--- src/rtl/ram_arb2.sv ---
// Two-requester arbiter in front of a simple dual-port RAM (one write port, one read port).
// Optional write-to-read byte forwarding is enabled by defining RAM_ARB2_FWD_EN.
module ram_arb2 #(
  parameter int unsigned BYTE_WIDTH    = 8,
  parameter int unsigned BYTES_IN_WORD = 4,
  parameter int unsigned WORD_COUNT    = 256,
  localparam int unsigned ADDR_WIDTH   = (WORD_COUNT > 1) ? $clog2(WORD_COUNT) : 1,
  localparam int unsigned WORD_WIDTH   = BYTE_WIDTH * BYTES_IN_WORD
) (
  input  logic                                clk_i,
  input  logic                                rst_i,
  // Write requesters
  input  logic [1:0]                          wr_valid_i,
  output logic [1:0]                          wr_ready_o,
  input  logic [1:0][BYTES_IN_WORD-1:0]       wr_be_i,
  input  logic [1:0][ADDR_WIDTH-1:0]          wr_addr_i,
  input  logic [1:0][WORD_WIDTH-1:0]          wr_data_i,
  // Read requesters
  input  logic [1:0]                          rd_valid_i,
  output logic [1:0]                          rd_ready_o,
  input  logic [1:0][ADDR_WIDTH-1:0]          rd_addr_i,
  output logic [1:0]                          rd_rvalid_o,
  output logic [WORD_WIDTH-1:0]               rd_rdata_o,
  // RAM side
  output logic                                ram_we_o,
  output logic [BYTES_IN_WORD-1:0]            ram_be_o,
  output logic [ADDR_WIDTH-1:0]               ram_addr_a_o,
  output logic [WORD_WIDTH-1:0]               ram_data_a_o,
  output logic [ADDR_WIDTH-1:0]               ram_addr_b_o,
  input  logic [WORD_WIDTH-1:0]               ram_data_b_i
);

  // Round-robin pick: a lone requester wins, a tie goes to the priority holder.
  function automatic logic [1:0] rr_grant(input logic [1:0] valid, input logic prio);
    logic [1:0] gnt;
    case (valid)
      2'b01:   gnt = 2'b01;
      2'b10:   gnt = 2'b10;
      2'b11:   gnt = prio ? 2'b10 : 2'b01;
      default: gnt = 2'b00;
    endcase
    return gnt;
  endfunction

  logic                  r_wr_prio;
  logic                  r_rd_prio;
  logic [1:0]            r_rvalid;
  logic [1:0]            w_wr_gnt;
  logic [1:0]            w_rd_gnt;
  logic                  w_wr_sel;
  logic                  w_rd_sel;
  logic                  w_wr_acc;
  logic                  w_rd_acc;
  logic [WORD_WIDTH-1:0] w_rdata;

  always_comb begin
    w_wr_gnt = rst_i ? 2'b00 : rr_grant(wr_valid_i, r_wr_prio);
    w_rd_gnt = rst_i ? 2'b00 : rr_grant(rd_valid_i, r_rd_prio);
    w_wr_sel = w_wr_gnt[1];
    w_rd_sel = w_rd_gnt[1];
    w_wr_acc = |w_wr_gnt;
    w_rd_acc = |w_rd_gnt;
  end

  always_comb begin
    wr_ready_o   = w_wr_gnt;
    rd_ready_o   = w_rd_gnt;
    ram_we_o     = w_wr_acc;
    ram_be_o     = wr_be_i[w_wr_sel];
    ram_addr_a_o = wr_addr_i[w_wr_sel];
    ram_data_a_o = wr_data_i[w_wr_sel];
    ram_addr_b_o = rd_addr_i[w_rd_sel];
  end

  always_ff @(posedge clk_i) begin
    if (rst_i) begin
      r_wr_prio <= 1'b0;
      r_rd_prio <= 1'b0;
      r_rvalid  <= 2'b00;
    end else begin
      if (w_wr_acc) r_wr_prio <= ~w_wr_sel;
      if (w_rd_acc) r_rd_prio <= ~w_rd_sel;
      r_rvalid <= w_rd_gnt;
    end
  end

`ifdef RAM_ARB2_FWD_EN
  logic [BYTES_IN_WORD-1:0] r_fwd_be;
  logic [WORD_WIDTH-1:0]    r_fwd_data;
  logic                     w_fwd_hit;

  assign w_fwd_hit = w_wr_acc && w_rd_acc && (ram_addr_a_o == ram_addr_b_o);

  always_ff @(posedge clk_i) begin
    if (rst_i) begin
      r_fwd_be   <= '0;
      r_fwd_data <= '0;
    end else begin
      r_fwd_be   <= w_fwd_hit ? ram_be_o : '0;
      r_fwd_data <= ram_data_a_o;
    end
  end

  // The RAM returns pre-write data; overlay the bytes written in the same cycle.
  always_comb begin
    w_rdata = ram_data_b_i;
    for (int i = 0; i < int'(BYTES_IN_WORD); i++) begin
      if (r_fwd_be[i]) w_rdata[i*BYTE_WIDTH +: BYTE_WIDTH] = r_fwd_data[i*BYTE_WIDTH +: BYTE_WIDTH];
    end
  end
`else
  assign w_rdata = ram_data_b_i;
`endif

  // Gating by rst_i drops a response still in flight when reset rises.
  assign rd_rvalid_o = rst_i ? 2'b00 : r_rvalid;
  assign rd_rdata_o  = rst_i ? '0 : w_rdata;

endmodule

--- config.mk ---
export PLATFORM = sky130hd
export DESIGN_NAME = ram_arb2
export DESIGN_NICKNAME = d
export VERILOG_FILES = /design/src/rtl/ram_arb2.sv
export SDC_FILE = /design/constraint.sdc
export NUM_CORES = 1
export LEC_CHECK = 0
export ABC_AREA = 1
export CORE_MARGIN = 4
export CORE_UTILIZATION = 18
export DETAILED_ROUTE_END_ITERATION = 10
export GPL_TIMING_DRIVEN = 0
export MAX_ROUTING_LAYER = met4
export PLACE_DENSITY = 0.8
export SYNTH_ARGS = -nofsm -noshare
export SYNTH_HDL_FRONTEND = slang
export SYNTH_SLANG_ARGS = --single-unit
export TNS_END_PERCENT = 5
--- constraint.sdc ---
create_clock -name clk_i -period 1 [get_ports clk_i]
set_input_delay 0.15 -clock clk_i [delete_from_list [all_inputs] [get_ports clk_i]]
set_output_delay 0.15 -clock clk_i [all_outputs]
set_load 0.1 [all_outputs]
# After elaboration in Yosys (flattened, before gate mapping)
# Index checks and enable logic that the tools add are counted.
# Widths: inputs -> output; s select.
dict set report word_totals {
  inputBits 142
  ff_bits 4
}
dict set report classes {
  eq_ne 6
  n_mux 16
  order_cmp 2
  n_reduce_logical 2
  n_bitwise 2
}
# cell count
set op_table {}
lappend op_table {{$mux 32} 3}
lappend op_table {{$mux 8} 4}
lappend op_table {{$pmux 2 s3} 2}
lappend op_table {{$mux 2} 5}
lappend op_table {{$eq 2x2->1 const B} 4}
lappend op_table {{$mux 4} 2}
lappend op_table {{$eq 2x1->1 const B} 2}
lappend op_table {{$lt 1x2->1 const B} 2}
lappend op_table {{$reduce_or 2->1} 2}
lappend op_table {{$not 1->1} 2}

# Logic depth before layout (Yosys ltp)
dict set report logic_depth {
  ltp_word 5
  ltp_mapped 6
}

# Worst setup path before layout
# Ideal clock, no wire load.
dict set report synth_timing {
  path_type {input -> output}
  from {input rst_i}
  to {output ram_we_o}
  arrival_ps 2557
  required_time_ps 850
  slack_ps -1707
  path_stages 4
  path_buffers 1
  path_cell_list {buf_4 -> inv_1 -> nand2_1 -> o21ai_0}
}
dict set report synth_via {
  elab_chain_cells 2
}
# element line_no
set synth_rtl {}
lappend synth_rtl {{start: declaration} 11} ;# input logic rst_i,
lappend synth_rtl {{$mux 2} 57} ;# w_wr_gnt = rst_i ? 2'b00 : rr_grant(wr_valid_i, r_wr_prio);
lappend synth_rtl {{$reduce_or 2->1} 61} ;# w_wr_acc = |w_wr_gnt;
lappend synth_rtl {{end: declaration} 25} ;# output logic ram_we_o,
# Every way passes these cells.

# Final worst setup path
dict set report layout_timing {
  from {register r_wr_prio}
  to {output ram_data_a_o[30]}
}
dict set report layout_via {
  elab_chain_cells 5
}
# element line_no
set layout_rtl {}
lappend layout_rtl {{start: declaration} 45} ;# logic r_wr_prio;
lappend layout_rtl {{start signal: assignment} 81} ;# if (w_wr_acc) r_wr_prio <= ~w_wr_sel;
lappend layout_rtl {{$mux 2} 39} ;# 2'b11: gnt = prio ? 2'b10 : 2'b01;
lappend layout_rtl {{$pmux 2 s3} 36} ;# case (valid)
lappend layout_rtl {{$mux 2} 57}
lappend layout_rtl {{$mux 32 (not written as such) (2 in series)} 71} ;# ram_data_a_o = wr_data_i[w_wr_sel];
lappend layout_rtl {{end: declaration} 28} ;# output logic [WORD_WIDTH-1:0] ram_data_a_o,
# Every way passes these cells. The select of a mux whose other input is x is not followed.

==> reports/qor.yml <==
run_status: "complete, but fails checks"
violations: "setup timing"
seqPwrFrac: 0.034
cp.required_ns: 0.85
clockBufferDepth: 2
fin_ws_ns: -0.512
synth_ff_type: "dfxtp_1"
dp.cells: 578
syn2layout_area_growth_pct: 374
fill_cells: 272
max_freq_mhz: 661
wl_per_cell_microns: 19.9
io-pin-count: 233
p_leak_uw: 0.00257
ir_drop_v: 0.000654
synth_most_common_cell: "nand2_1"
grt_max_degree: 12
cts_max_level: 1
powerDensity_mw_per_mm2: 919
gp_congestion: 0.822
avgSynthCellArea_sq_um: 4.59
yosysWarnings: 0
grt_util_all_layers: 0.259
ant_nets: 0
die_y_microns: 90.8
path_clk_slew_ns: 0.03
synth_edf_count: 0
layout.nets: 662
drive_above_1_share: 0.554
yosysTopAreaCell: "nand2_1"
instances_no_fill: 596
min_path_type: "input pin to register"
vias: 2840
syn_nets: 411
whs_ns: 0.301
drv_slew: 0
critPathKind: "register to output pin"
relSlewSlack: 0.841
worstMarginPinSlew_ns: 0.239
routed_wl_mm: 11.9
cp_max_fo: 10
drcViolationCount: 0
die_area_sq_mm: 0.00825
cts_tree: "done"
drv_cap: 0
total_power_uw: 5390
clock_latency_ns: 0.21
synth_cell_types: 14
combPwrFrac: 0.904
core_area_sq_mm: 0.00649
syn-cell-area_sq_mm: 0.00123
power.switching_uw: 3050
fp-row-count: 29
hold_violations: 0
grt_pass1_wl_mm: 16.5
worst_clock_skew_ns: 0.000600
initial_utilization: 0.190
period_needed_ns: 1.51
cp-start-kind: "register"
drt-pass1-iter-count: 4
sw_frac_of_total: 0.566
dp_slack_ns: -1.83
synth_common_cells: "109 x nand2_1, 52 x nand3_1, 43 x inv_1, 35 x nor2_1, 11 x buf_2"
setup_violations: 91
antenna_found_initial: 1
synth_top_area_share: 0.331
cts_root_buf: "clkbuf_8"
seq_area_sq_um: 85.1
die_w_microns: 90.8
ys_async_sr_fraction: 0
pwr-share-clk: 0.062
min_period_over_period: 1.51
grt_pass1_vias: 3102
p_int_uw: 2340
multiInputGateArea_sq_mm: 0.00179
fin_util: 0.902
drtIter0Drc: 56
grt.overflow.total: 0
numCtsBuffers: 3
yosysSeqAreaShare: 0.0648
synth-seq-cells: 4
dpl.hpwl_mm: 7.26
grt_setup_unrepaired: "yes"
ys_top_cells_by_area: "nand2_1 33%, nand3_1 21%, inv_1 13%, nor2_1 11%, dfxtp_1 6.5%"
port_buffers: 232
viasPerCell: 4.77
cp-end-kind: "output pin"
cts.sinks: 4
arrival_ns: 1.36
synthCells: 269
final cells by class:
class / instances / share of cell area
flip-flops and latches: 4 / 0.0145
inverters: 43 / 0.0297
multi-input cells: 208 / 0.306
diodes: 1 / 0.000427
plain buffers: 16 / 0.0404
clock buffers: 3 / 0.00705
repair buffers: 244 / 0.585
well taps: 77 / 0.0164
cells in the final DEF (no fill, tap or decap):
| master | netlist | final |
|---|---|---|
| clkdlybuf4s15_1 | 0 | 1 |
| dlygate4sd2_1 | 0 | 10 |
| nand2_2 | 1 | 37 |
| clkinvlp_4 | 0 | 2 |
| nand2_4 | 2 | 54 |
| buf_6 | 4 | 4 |
| nor2_2 | 0 | 2 |
| inv_4 | 0 | 2 |
| nand3_2 | 0 | 12 |
| nand3_1 | 52 | 39 |
| dfxtp_2 | 0 | 1 |
| inv_1 | 43 | 29 |
| buf_4 | 1 | 7 |
| a21oi_1 | 4 | 3 |
| buf_12 | 0 | 98 |
| a21oi_4 | 0 | 1 |
| nor2_8 | 1 | 1 |
| nand2_8 | 0 | 4 |
| buf_8 | 0 | 6 |
| o21ai_4 | 0 | 1 |
| diode_2 | 0 | 1 |
| nand2_1 | 109 | 18 |
| nor2_4 | 1 | 35 |
| nand3_4 | 0 | 1 |
| clkbuf_8 | 0 | 3 |
| buf_16 | 0 | 1 |
| clkbuf_16 | 0 | 4 |
| inv_2 | 0 | 10 |
| dfxtp_4 | 0 | 1 |
| clkdlybuf4s50_1 | 0 | 129 |
| dfxtp_1 | 4 | 2 |
worst max-delay path: stages, from the launching register on:
cell	delay, ns
dfxtp_2	0.34
inv_4	0.05
nand2_8	0.14
buf_6	0.16
nand3_1	0.15
nand2_4	0.12
buf_12	0.17
logic make-up after synthesis:
kind of cell / synth area share
compound gates: 0.0203
flops: 0.0648
buf+inv: 0.218
simple gates: 0.697
sequential cells by signal (all words and copies together), names as in the netlist:
signal and count:
r_rd_prio 1, r_rvalid 2, r_wr_prio 1
worst paths after layout:
path,slack (ns),end,start,depth (start not counted)
worst max-delay path,-0.51,ram_data_a_o[30],r_wr_prio,6
worst min-delay path,0.30,r_rd_prio,rst_i,3
worst max register to register,0.19,r_rvalid[1],r_rd_prio,4
worst min register to register,0.48,r_rvalid[0],r_rd_prio,1
repair_timing:
item | 4_1_cts | 5_1_grt
gates cloned | 2 | 5
endpoints found under the setup margin | 93 | 91
setup buffers | 7 | 0
hold endpoints to repair | 0 | 0
hold buffers | 0 | 0
pin swaps | 12 | 5
gates resized for setup | 902 | 43
metrics by stage:
stage / setup TNS, ns / area [sq um]
finish: -28.61 / 5860
global route: -32.08 / 5860
CTS: -27.90 / 5590
detailed placement: -147.56 / 4370
global placement: -145.59 / 4370
floorplan: -16.72 / 1950
routing by layer:
layer / track usage / up-vias / wire length [microns]
met4: 0.0817 / 0 / 395
met1: 0.232 / 1338 / 3600
met2: 0.535 / 155 / 7090
li1: - / 1321 / -
met3: 0.0508 / 26 / 766
met5: - / - / 0
power by group through the flow:
stage	Combinational (uW)	Sequential, uW	Clock [uW]
2_1_floorplan	2670	179	0
3_3_place_gp	3780	180	0
3_5_place_dp	3810	181	0
4_1_cts	4670	180	342
5_1_grt	4990	183	355
6_report	4870	182	336
Note: power is estimated with default switching activity, not from simulation.
